[src/rtl/mc_residual_gen.sv]
// Residual stage: buffers one ROWS x COLS block of (src - pred) and drains it row by row with res_last framing.
// Latency: out valid one cycle after the last row is taken. Fill and drain alternate. Optional SAD behind MC_RES_SAD_EN.
module mc_residual_gen #(
  parameter int PIX_W = 8,
  parameter int COLS  = 4,
  parameter int ROWS  = 4
) (
  input  logic                                 clk,
  input  logic                                 reset,
  input  logic [COLS*PIX_W-1:0]                src_row,
  input  logic [COLS*PIX_W-1:0]                pred_row,
  input  logic                                 in_valid,
  output logic                                 in_ready,
  output logic [COLS*(PIX_W+1)-1:0]            res_row,
  output logic                                 res_valid,
  input  logic                                 res_ready,
  output logic                                 res_last,
  output logic [PIX_W+$clog2(ROWS*COLS)-1:0]   block_sad
);

  localparam int RES_W = PIX_W + 1;
  localparam int SAD_W = PIX_W + $clog2(ROWS*COLS);
  localparam int PTR_W = $clog2(ROWS);

  typedef enum logic {FILL, DRAIN} state_t;

  state_t                    state;
  logic [PTR_W-1:0]          wr_ptr;
  logic [PTR_W-1:0]          rd_ptr;
  logic [PTR_W-1:0]          rd_nxt;
  logic [COLS*RES_W-1:0]     row_buf [ROWS];
  logic [COLS*RES_W-1:0]     res_in;
  logic                      in_hs;
  logic                      out_hs;
  logic                      wr_last;
  logic                      rd_last;

  always_comb begin
    res_in = '0;
    for (int i = 0; i < COLS; i++) begin
      res_in[i*RES_W +: RES_W] = {1'b0, src_row[i*PIX_W +: PIX_W]} - {1'b0, pred_row[i*PIX_W +: PIX_W]};
    end
  end

  assign in_hs   = in_valid & in_ready;
  assign out_hs  = res_valid & res_ready;
  assign wr_last = (wr_ptr == PTR_W'(ROWS-1));
  assign rd_last = (rd_ptr == PTR_W'(ROWS-1));
  assign rd_nxt  = rd_ptr + 1'b1;

  // Buffer contents are never visible before being rewritten, so no reset.
  always_ff @(posedge clk) begin
    if (in_hs) begin
      row_buf[wr_ptr] <= res_in;
    end
  end

  always_ff @(posedge clk) begin
    if (reset) begin
      state     <= FILL;
      wr_ptr    <= '0;
      rd_ptr    <= '0;
      in_ready  <= 1'b1;
      res_valid <= 1'b0;
      res_last  <= 1'b0;
      res_row   <= '0;
    end else begin
      case (state)
        FILL: begin
          if (in_hs) begin
            if (wr_last) begin
              wr_ptr    <= '0;
              state     <= DRAIN;
              in_ready  <= 1'b0;
              res_valid <= 1'b1;
              res_row   <= row_buf[0];
              res_last  <= 1'b0;
            end else begin
              wr_ptr <= wr_ptr + 1'b1;
            end
          end
        end
        DRAIN: begin
          if (out_hs) begin
            if (rd_last) begin
              rd_ptr    <= '0;
              state     <= FILL;
              in_ready  <= 1'b1;
              res_valid <= 1'b0;
              res_last  <= 1'b0;
              res_row   <= '0;
            end else begin
              rd_ptr   <= rd_nxt;
              res_row  <= row_buf[rd_nxt];
              // Row about to be shown is the final one when rd_ptr steps onto ROWS-1.
              res_last <= (rd_ptr == PTR_W'(ROWS-2));
            end
          end
        end
        default: state <= FILL;
      endcase
    end
  end

`ifdef MC_RES_SAD_EN
  logic [SAD_W-1:0] row_sad;
  logic [SAD_W-1:0] sad_acc;
  logic [RES_W-1:0] lane_res;

  always_comb begin
    row_sad  = '0;
    lane_res = '0;
    for (int i = 0; i < COLS; i++) begin
      lane_res = res_in[i*RES_W +: RES_W];
      row_sad  = row_sad + SAD_W'(lane_res[RES_W-1] ? (~lane_res + 1'b1) : lane_res);
    end
  end

  always_ff @(posedge clk) begin
    if (reset) begin
      sad_acc   <= '0;
      block_sad <= '0;
    end else begin
      if (in_hs) begin
        sad_acc <= ((wr_ptr == '0) ? '0 : sad_acc) + row_sad;
      end
      if (in_hs && wr_last) begin
        block_sad <= sad_acc + row_sad;
      end
      if (out_hs && rd_last) begin
        block_sad <= '0;
      end
    end
  end
`else
  assign block_sad = '0;
`endif

endmodule
[config.mk]
export PLATFORM = sky130hd
export DESIGN_NAME = mc_residual_gen
export DESIGN_NICKNAME = d
export VERILOG_FILES = /design/src/rtl/mc_residual_gen.sv
export SDC_FILE = /design/constraint.sdc
export NUM_CORES = 1
export LEC_CHECK = 0
export CAP_MARGIN = 20
export CORE_MARGIN = 2
export CORE_UTILIZATION = 30
export DETAILED_ROUTE_END_ITERATION = 10
export DONT_BUFFER_PORTS = 1
export HOLD_SLACK_MARGIN = 0.12
export PLACE_DENSITY = 0.56
export SLEW_MARGIN = 5
export SYNTH_ARGS = -nofsm -noshare
export SYNTH_HDL_FRONTEND = slang
export SYNTH_SLANG_ARGS = --single-unit
[constraint.sdc]
create_clock -name clk -period 2.4 [get_ports clk]
set_input_delay 0.48 -clock clk [delete_from_list [all_inputs] [get_ports clk]]
set_output_delay 0.48 -clock clk [all_outputs]
set_load 0.01 [all_outputs]
==> impl_metrics.json, run 1 <==
{
  "fmax_ghz": 0.486,
  "power_density_mw_per_mm2": 770,
  "antenna_left": 0,
  "syn_area_per_cell_um2": 13.5,
  "htreeDepth": 4,
  "fp-row-count": 60,
  "postPlaceCellArea_mm2": 0.00875,
  "critPathSlowestCell": "nor4_4",
  "pwr-share-seq_pct": 52.6,
  "status": "finished clean",
  "critPathKind": "flip-flop to flip-flop",
  "area_growth_pct": 13.5,
  "swShare_pct": 23.1,
  "dp_hpwl_um": 10900,
  "synthFlopType": "edfxtp_1",
  "slew_viol_final": 0,
  "synth_cells": 610,
  "dr.pass1.iters": 5,
  "r2r_end": "res_row[7]",
  "post-cts-setup-buffer-count": 0,
  "reg2reg_slack_ns": 0.34,
  "gr-total-overflow": 0,
  "hp-class": "primary input to flip-flop",
  "cts_tree": "yes",
  "place_inst": 941,
  "crit_fanout": 19,
  "wl_per_cell_um": 17.9,
  "max_cap_violations": 0,
  "hold_depth": 1,
  "path_clk_slew_ns": 0.07,
  "layout.nets": 731,
  "grt_pass1_wl_um": 26500,
  "stdcell_count": 975,
  "yosysWarnings": 0,
  "seq_area_frac_synth_pct": 63.0,
  "setup_viol": 0,
  "pre_cts_ws_ns": -0.0201,
  "synth_seq_cells": 188,
  "die_area_mm2": 0.0289,
  "synthDistinctLibCells": 37,
  "routabilityCongestion": 0.716,
  "first_global_vias": 4634,
  "cp_common_cell": "buf_12",
  "grtUsageTotal_pct": 12.3,
  "endpoint_kind": "flip-flop",
  "worstHoldStart": "reset",
  "cts.sinks": 188,
  "grt_max_degree": 43,
  "fin_area_mm2": 0.00937,
  "p_int_uw": 5550,
  "synth_top_cell_area_share_pct": 52.4,
  "arrival_ns": 2.40,
  "finClkSkew_ns": 0.0141,
  "drc": 0,
  "start_util_pct": 30.6,
  "worstPathCellList": "inv_2 -> ha_2 -> buf_12 -> nor4_4 -> buf_12 -> a222oi_1 -> buf_4 -> a211oi_1",
  "required_ns": 2.74,
  "reg2reg_from": "rd_ptr[0]",
  "synth_enable_flop_cells": 144,
  "fin_hold_ws_ns": 0.170,
  "clk_latency_ns": 0.42,
  "p_sw_uw": 1670,
  "async_flop_share_pct": 0,
  "core_area_mm2": 0.0270,
  "drt_iter0_markers": 391,
  "drive_gt1_share_pct": 14.8,
  "synth.most_common_cell": "edfxtp_1",
  "vdd_drop_max_v": 0.000433,
  "hold_viol": 0,
  "power_frac_comb_pct": 9.1,
  "rsz0062_at_grt": "no",
  "wirelength_um": 17500,
  "fin_crit_sh_pct": 85.8,
  "antennaDiodeCount": 0,
  "root_buffer": "clkbuf_16",
  "port_buffers": 0,
  "num_vias": 4764,
  "critPathBufInv": 4,
  "p_leak_uw": 0.00336,
  "synth.top_cells.by_area": "edfxtp_1, dfxtp_1, ha_1",
  "worst_r2r_path_depth": 8,
  "period_minus_slack_ns": 2.06,
  "antenna_found_initial": 0,
  "start_kind": "flip-flop",
  "synth_area_mm2": 0.00826,
  "critical-path-top-delay-family": "buffers and inverters",
  "viasPerCell": 4.89,
  "total_power_uw": 7210,
  "die-height_um": 170,
  "ioPinCount": 119,
  "p_clk_share_pct": 38.3,
  "cts.path.max_buffers": 2,
  "cts_buffers": 17,
  "min_to": "in_ready",
  "synth_common_cells": "edfxtp_1, nor2_1, inv_1",
  "die_w_um": 170,
  "max_stage_delay_ns": 0.37,
  "synth_area_leader_cell": "edfxtp_1",
  "timing.final.ws_setup_ns": 0.341
}
layer usage:
layer	vias to the layer above	global-route usage (%)	routed length [um]
li1	2308	-	-
met4	0	3.68	128
met3	9	3.05	901
met1	2317	15.6	7880
met5	-	0	0
met2	130	20.9	8580
area by class of cell:
type                            instances  area, um^2
Clock inverter                          8        71.3
Timing Repair Buffer                   20         265
Inverter                               54         203
Sequential cell                       188        5200
Clock buffer                           24         515
Tap cell                              341         427
Fill cell                            2637       17700
Multi-Input combinational cell        340        2680
cell families (layout without fill, tap and decap cells):
| family | Yosys count | in the layout | share of synthesized area (%) |
|---|---|---|---|
| mux | 36 | 36 | 4.91 |
| fa+ha+maj | 42 | 42 | 6.73 |
| flops | 188 | 188 | 63.0 |
| other cells | 1 | 12 | 0.0454 |
| buf+inv | 93 | 106 | 5.36 |
| simple gates | 97 | 97 | 5.30 |
| compound gates | 137 | 137 | 12.9 |
| xor+xnor | 16 | 16 | 1.70 |
repair_timing:
item | CTS | global route
hold endpoints to repair | 42 | 0
hold buffers | 2 | 0
endpoints found under the setup margin | 0 | 0
gates resized for setup | 0 | 0
worst max path at each step:
| stage | end | start | cells after the start | slack, ns |
|---|---|---|---|---|
| global placement | row_buf[1][35] | src_row[24] | 8 | 0.04 |
| CTS | res_row[7] | rd_ptr[0] | 8 | 0.32 |
| detailed placement | row_buf[2][33] | src_row[24] | 8 | -0.02 |
| floorplan | row_buf[0][35] | src_row[24] | 8 | 0.29 |
| global route | res_row[7] | rd_ptr[0] | 8 | 0.19 |
| finish | res_row[7] | rd_ptr[0] | 8 | 0.34 |
state kept, by name, indices dropped and copies added (netlist names):
name and cells:
state 1, in_ready 1, res_last 1, res_row 36
rd_ptr 2, res_valid 1, wr_ptr 2, row_buf 144
worst register-to-register path: stages (launching register included):
cell and delay (ns):
dfxtp_1 0.35, inv_2 0.07, ha_2 0.31, buf_12 0.17, nor4_4 0.38, buf_12 0.22
a222oi_1 0.13, buf_4 0.16, a211oi_1 0.20
power groups by stage:
stage | clock [uW] | sequential [uW] | combinational, uW
after floorplan | 0 | 3860 | 483
after global placement | 0 | 3860 | 635
after detailed placement | 0 | 3870 | 645
after CTS | 2840 | 3800 | 670
after global routing | 2970 | 3810 | 743
final | 2760 | 3800 | 656
metrics by stage:
stage	utilization, %	setup TNS [ns]
floorplan	-	0
global placement	32.4	0
detailed placement	32.4	-0.158
CTS	34.7	0
global route	34.7	0
finish	34.7	0
cell usage in the layout (no fill, tap or decap), types with 4 or more instances in the layout:
cell	synthesis	final
o22ai_1	4	4
nor3_1	5	5
clkbuf_16	0	20
ha_1	38	37
xnor2_1	16	16
o21ai_0	10	10
buf_4	13	10
clkbuf_1	10	4
fa_1	4	4
edfxtp_1	144	144
o2bb2ai_1	4	4
nor2_1	63	63
mux2_2	36	36
or3_1	4	4
conb_1	1	12
a211oi_1	37	37
a21oi_1	13	13
dfxtp_1	44	44
inv_1	52	51
o211ai_1	4	4
o31a_1	4	4
a21boi_0	8	8
o21a_1	12	12
buf_12	0	9
nand2_1	8	8
nor2b_1	8	8
a222oi_1	36	36
(Power assumes the default switching activity.)
==> inputs of run 2 (changes only) <==
--- a/config.mk
+++ b/config.mk
@@ -5,7 +5,7 @@
 export SDC_FILE = /design/constraint.sdc
 export NUM_CORES = 1
 export LEC_CHECK = 0
-export CAP_MARGIN = 20
+export CAP_MARGIN = 10
 export CORE_MARGIN = 2
 export CORE_UTILIZATION = 30
 export DETAILED_ROUTE_END_ITERATION = 10
==> results of run 2 <==
Same layout as run 1: the final DEF is identical, and so are final timing and power.
==> inputs of run 3 (changes only) <==
--- a/config.mk
+++ b/config.mk
@@ -6,6 +6,7 @@
 export NUM_CORES = 1
 export LEC_CHECK = 0
 export CAP_MARGIN = 10
+export CORE_ASPECT_RATIO = 1.1
 export CORE_MARGIN = 2
 export CORE_UTILIZATION = 30
 export DETAILED_ROUTE_END_ITERATION = 10
==> impl_metrics.json, run 3 (same netlist as run 1, synthesis figures left out) <==
{
  "status": "finished clean",
  "p_leak_uw": 0.00336,
  "critPathSlowestCell": "dfxtp_1",
  "slew_viol_final": 0,
  "first_global_vias": 4728,
  "reg2reg_from": "rd_ptr[0]",
  "worstHoldStart": "reset",
  "drt_iter0_markers": 373,
  "tns_ns": 0,
  "critical-path-top-delay-family": "compound AO/OA/AOI/OAI gates",
  "fmax_ghz": 0.473,
  "nFillCells": 2610,
  "cts.sinks": 188,
  "die_area_mm2": 0.0289,
  "hold_buffers": 2,
  "dr.pass1.iters": 6,
  "final_common_cell": "edfxtp_1",
  "critPathKind": "flip-flop to flip-flop",
  "reg2reg_slack_ns": 0.29,
  "antenna_found_initial": 0,
  "setup_viol": 0,
  "final_util_pct": 34.7,
  "die-height_um": 178,
  "hold_depth": 1,
  "viasPerCell": 4.82,
  "area_growth_pct": 13.5,
  "cp-startpoint": "rd_ptr[0]",
  "fin_area_mm2": 0.00937,
  "largest_reg_flops": 144,
  "clk_latency_ns": 0.42,
  "most-common-layout-cells": "edfxtp_1, nor2_1, inv_1, dfxtp_1",
  "antennaDiodeCount": 0,
  "worstPathCellList": "inv_2 -> ha_2 -> buf_4 -> mux2_2 -> a222oi_1 -> a211oi_1",
  "fp-row-count": 63,
  "core_area_mm2": 0.0270,
  "hold_viol": 0,
  "arrival_ns": 2.40,
  "slew_headroom_pct": 44.1,
  "postPlaceCellArea_mm2": 0.00877,
  "port_buffers": 0,
  "min_to": "in_ready",
  "max_stage_delay_ns": 0.39,
  "drive_gt1_share_pct": 15.3,
  "max_cap_violations": 0,
  "cts.path.max_buffers": 2,
  "worstMarginPinSlew_ns": 0.836,
  "crit_fanout": 17,
  "vdd_drop_max_v": 0.000374,
  "gr-total-overflow": 0,
  "critPathBufInv": 2,
  "grt_max_degree": 45,
  "cts_tree": "yes",
  "start_util_pct": 30.5,
  "cts_resized": 0,
  "wl_per_cell_um": 17.9,
  "grtUsageTotal_pct": 12.7,
  "start_kind": "flip-flop",
  "fin_hold_ws_ns": 0.171,
  "largest_registers": "row_buf x144, res_row x36",
  "drc": 0,
  "htreeDepth": 4,
  "wirelength_um": 17700,
  "antenna_left": 0,
  "layout.nets": 732,
  "finClkSkew_ns": 0.0108,
  "path_clk_slew_ns": 0.06,
  "routabilityCongestion": 0.729,
  "rsz0062_at_grt": "no",
  "post-cts-setup-buffer-count": 0,
  "regMostFlops": "row_buf",
  "cts_buffers": 17,
  "endpoint_kind": "flip-flop",
  "die_w_um": 162,
  "dp_hpwl_um": 11100,
  "num_vias": 4783,
  "grt_pass1_wl_um": 27500,
  "fin_crit_sh_pct": 88.1,
  "root_buffer": "clkbuf_16",
  "hp-class": "primary input to flip-flop",
  "ioPinCount": 119,
  "required_ns": 2.68,
  "period_minus_slack_ns": 2.11,
  "power_density_mw_per_mm2": 763,
  "worst_r2r_path_depth": 6,
  "r2r_end": "res_row[23]"
}
-- run 3: cell types whose count changed in the layout (fill, tap and decap cells not counted), sizes merged --
| cell | before | now |
|---|---|---|
| clkinv | 0 | 6 |
| clkinvlp | 3 | 2 |
| inv | 59 | 56 |
| bufinv | 0 | 1 |
| buf | 19 | 20 |
| clkbuf | 24 | 21 |
-- run 3: how the worst max path moves through the flow --
| stage | end | slack [ns] | cells past startpoint |
|---|---|---|---|
| 2_1_floorplan | row_buf[0][35] | 0.29 | 8 |
| 3_3_place_gp | row_buf[1][35] | 0.09 | 9 |
| 3_5_place_dp | row_buf[1][26] | 0.05 | 8 |
| 4_1_cts | res_row[25] | 0.25 | 6 |
| 5_1_grt | res_row[30] | 0.18 | 8 |
| 6_report | res_row[23] | 0.29 | 6 |
-- run 3: area by class of cell --
class / count / area, um^2 / share of cell area (%)
multi-input combinational: 340 / 2680 / 28.6
clock inverter: 11 / 108 / 1.15
sequential: 188 / 5200 / 55.5
tap: 357 / 447 / 4.77
inverter: 54 / 203 / 2.16
clock buffer: 21 / 470 / 5.02
timing repair buffer: 21 / 260 / 2.78
-- run 3: through the flow --
stage	instances	worst slack (ns)	power, uW
after detailed placement	958	0.0539	4510
after floorplan	621	0.288	4340
final	992	0.285	7160
after global routing	992	0.175	7490
after global placement	958	0.0879	4500
after CTS	992	0.251	7260
-- run 3: layer usage --
metal / GRT usage [%] / vias to the layer above / wire [um]
li1: - / 2316 / -
met1: 16.1 / 2348 / 7920
met2: 21.8 / 110 / 8780
met3: 3.09 / 9 / 855
met4: 3.32 / 0 / 167
met5: 0 / - / 0
-- run 3: where the power goes --
part / internal, uW / switching (uW)
Combinational: 254 / 400
Clock: 1530 / 1180
Sequential: 3760 / 42.0
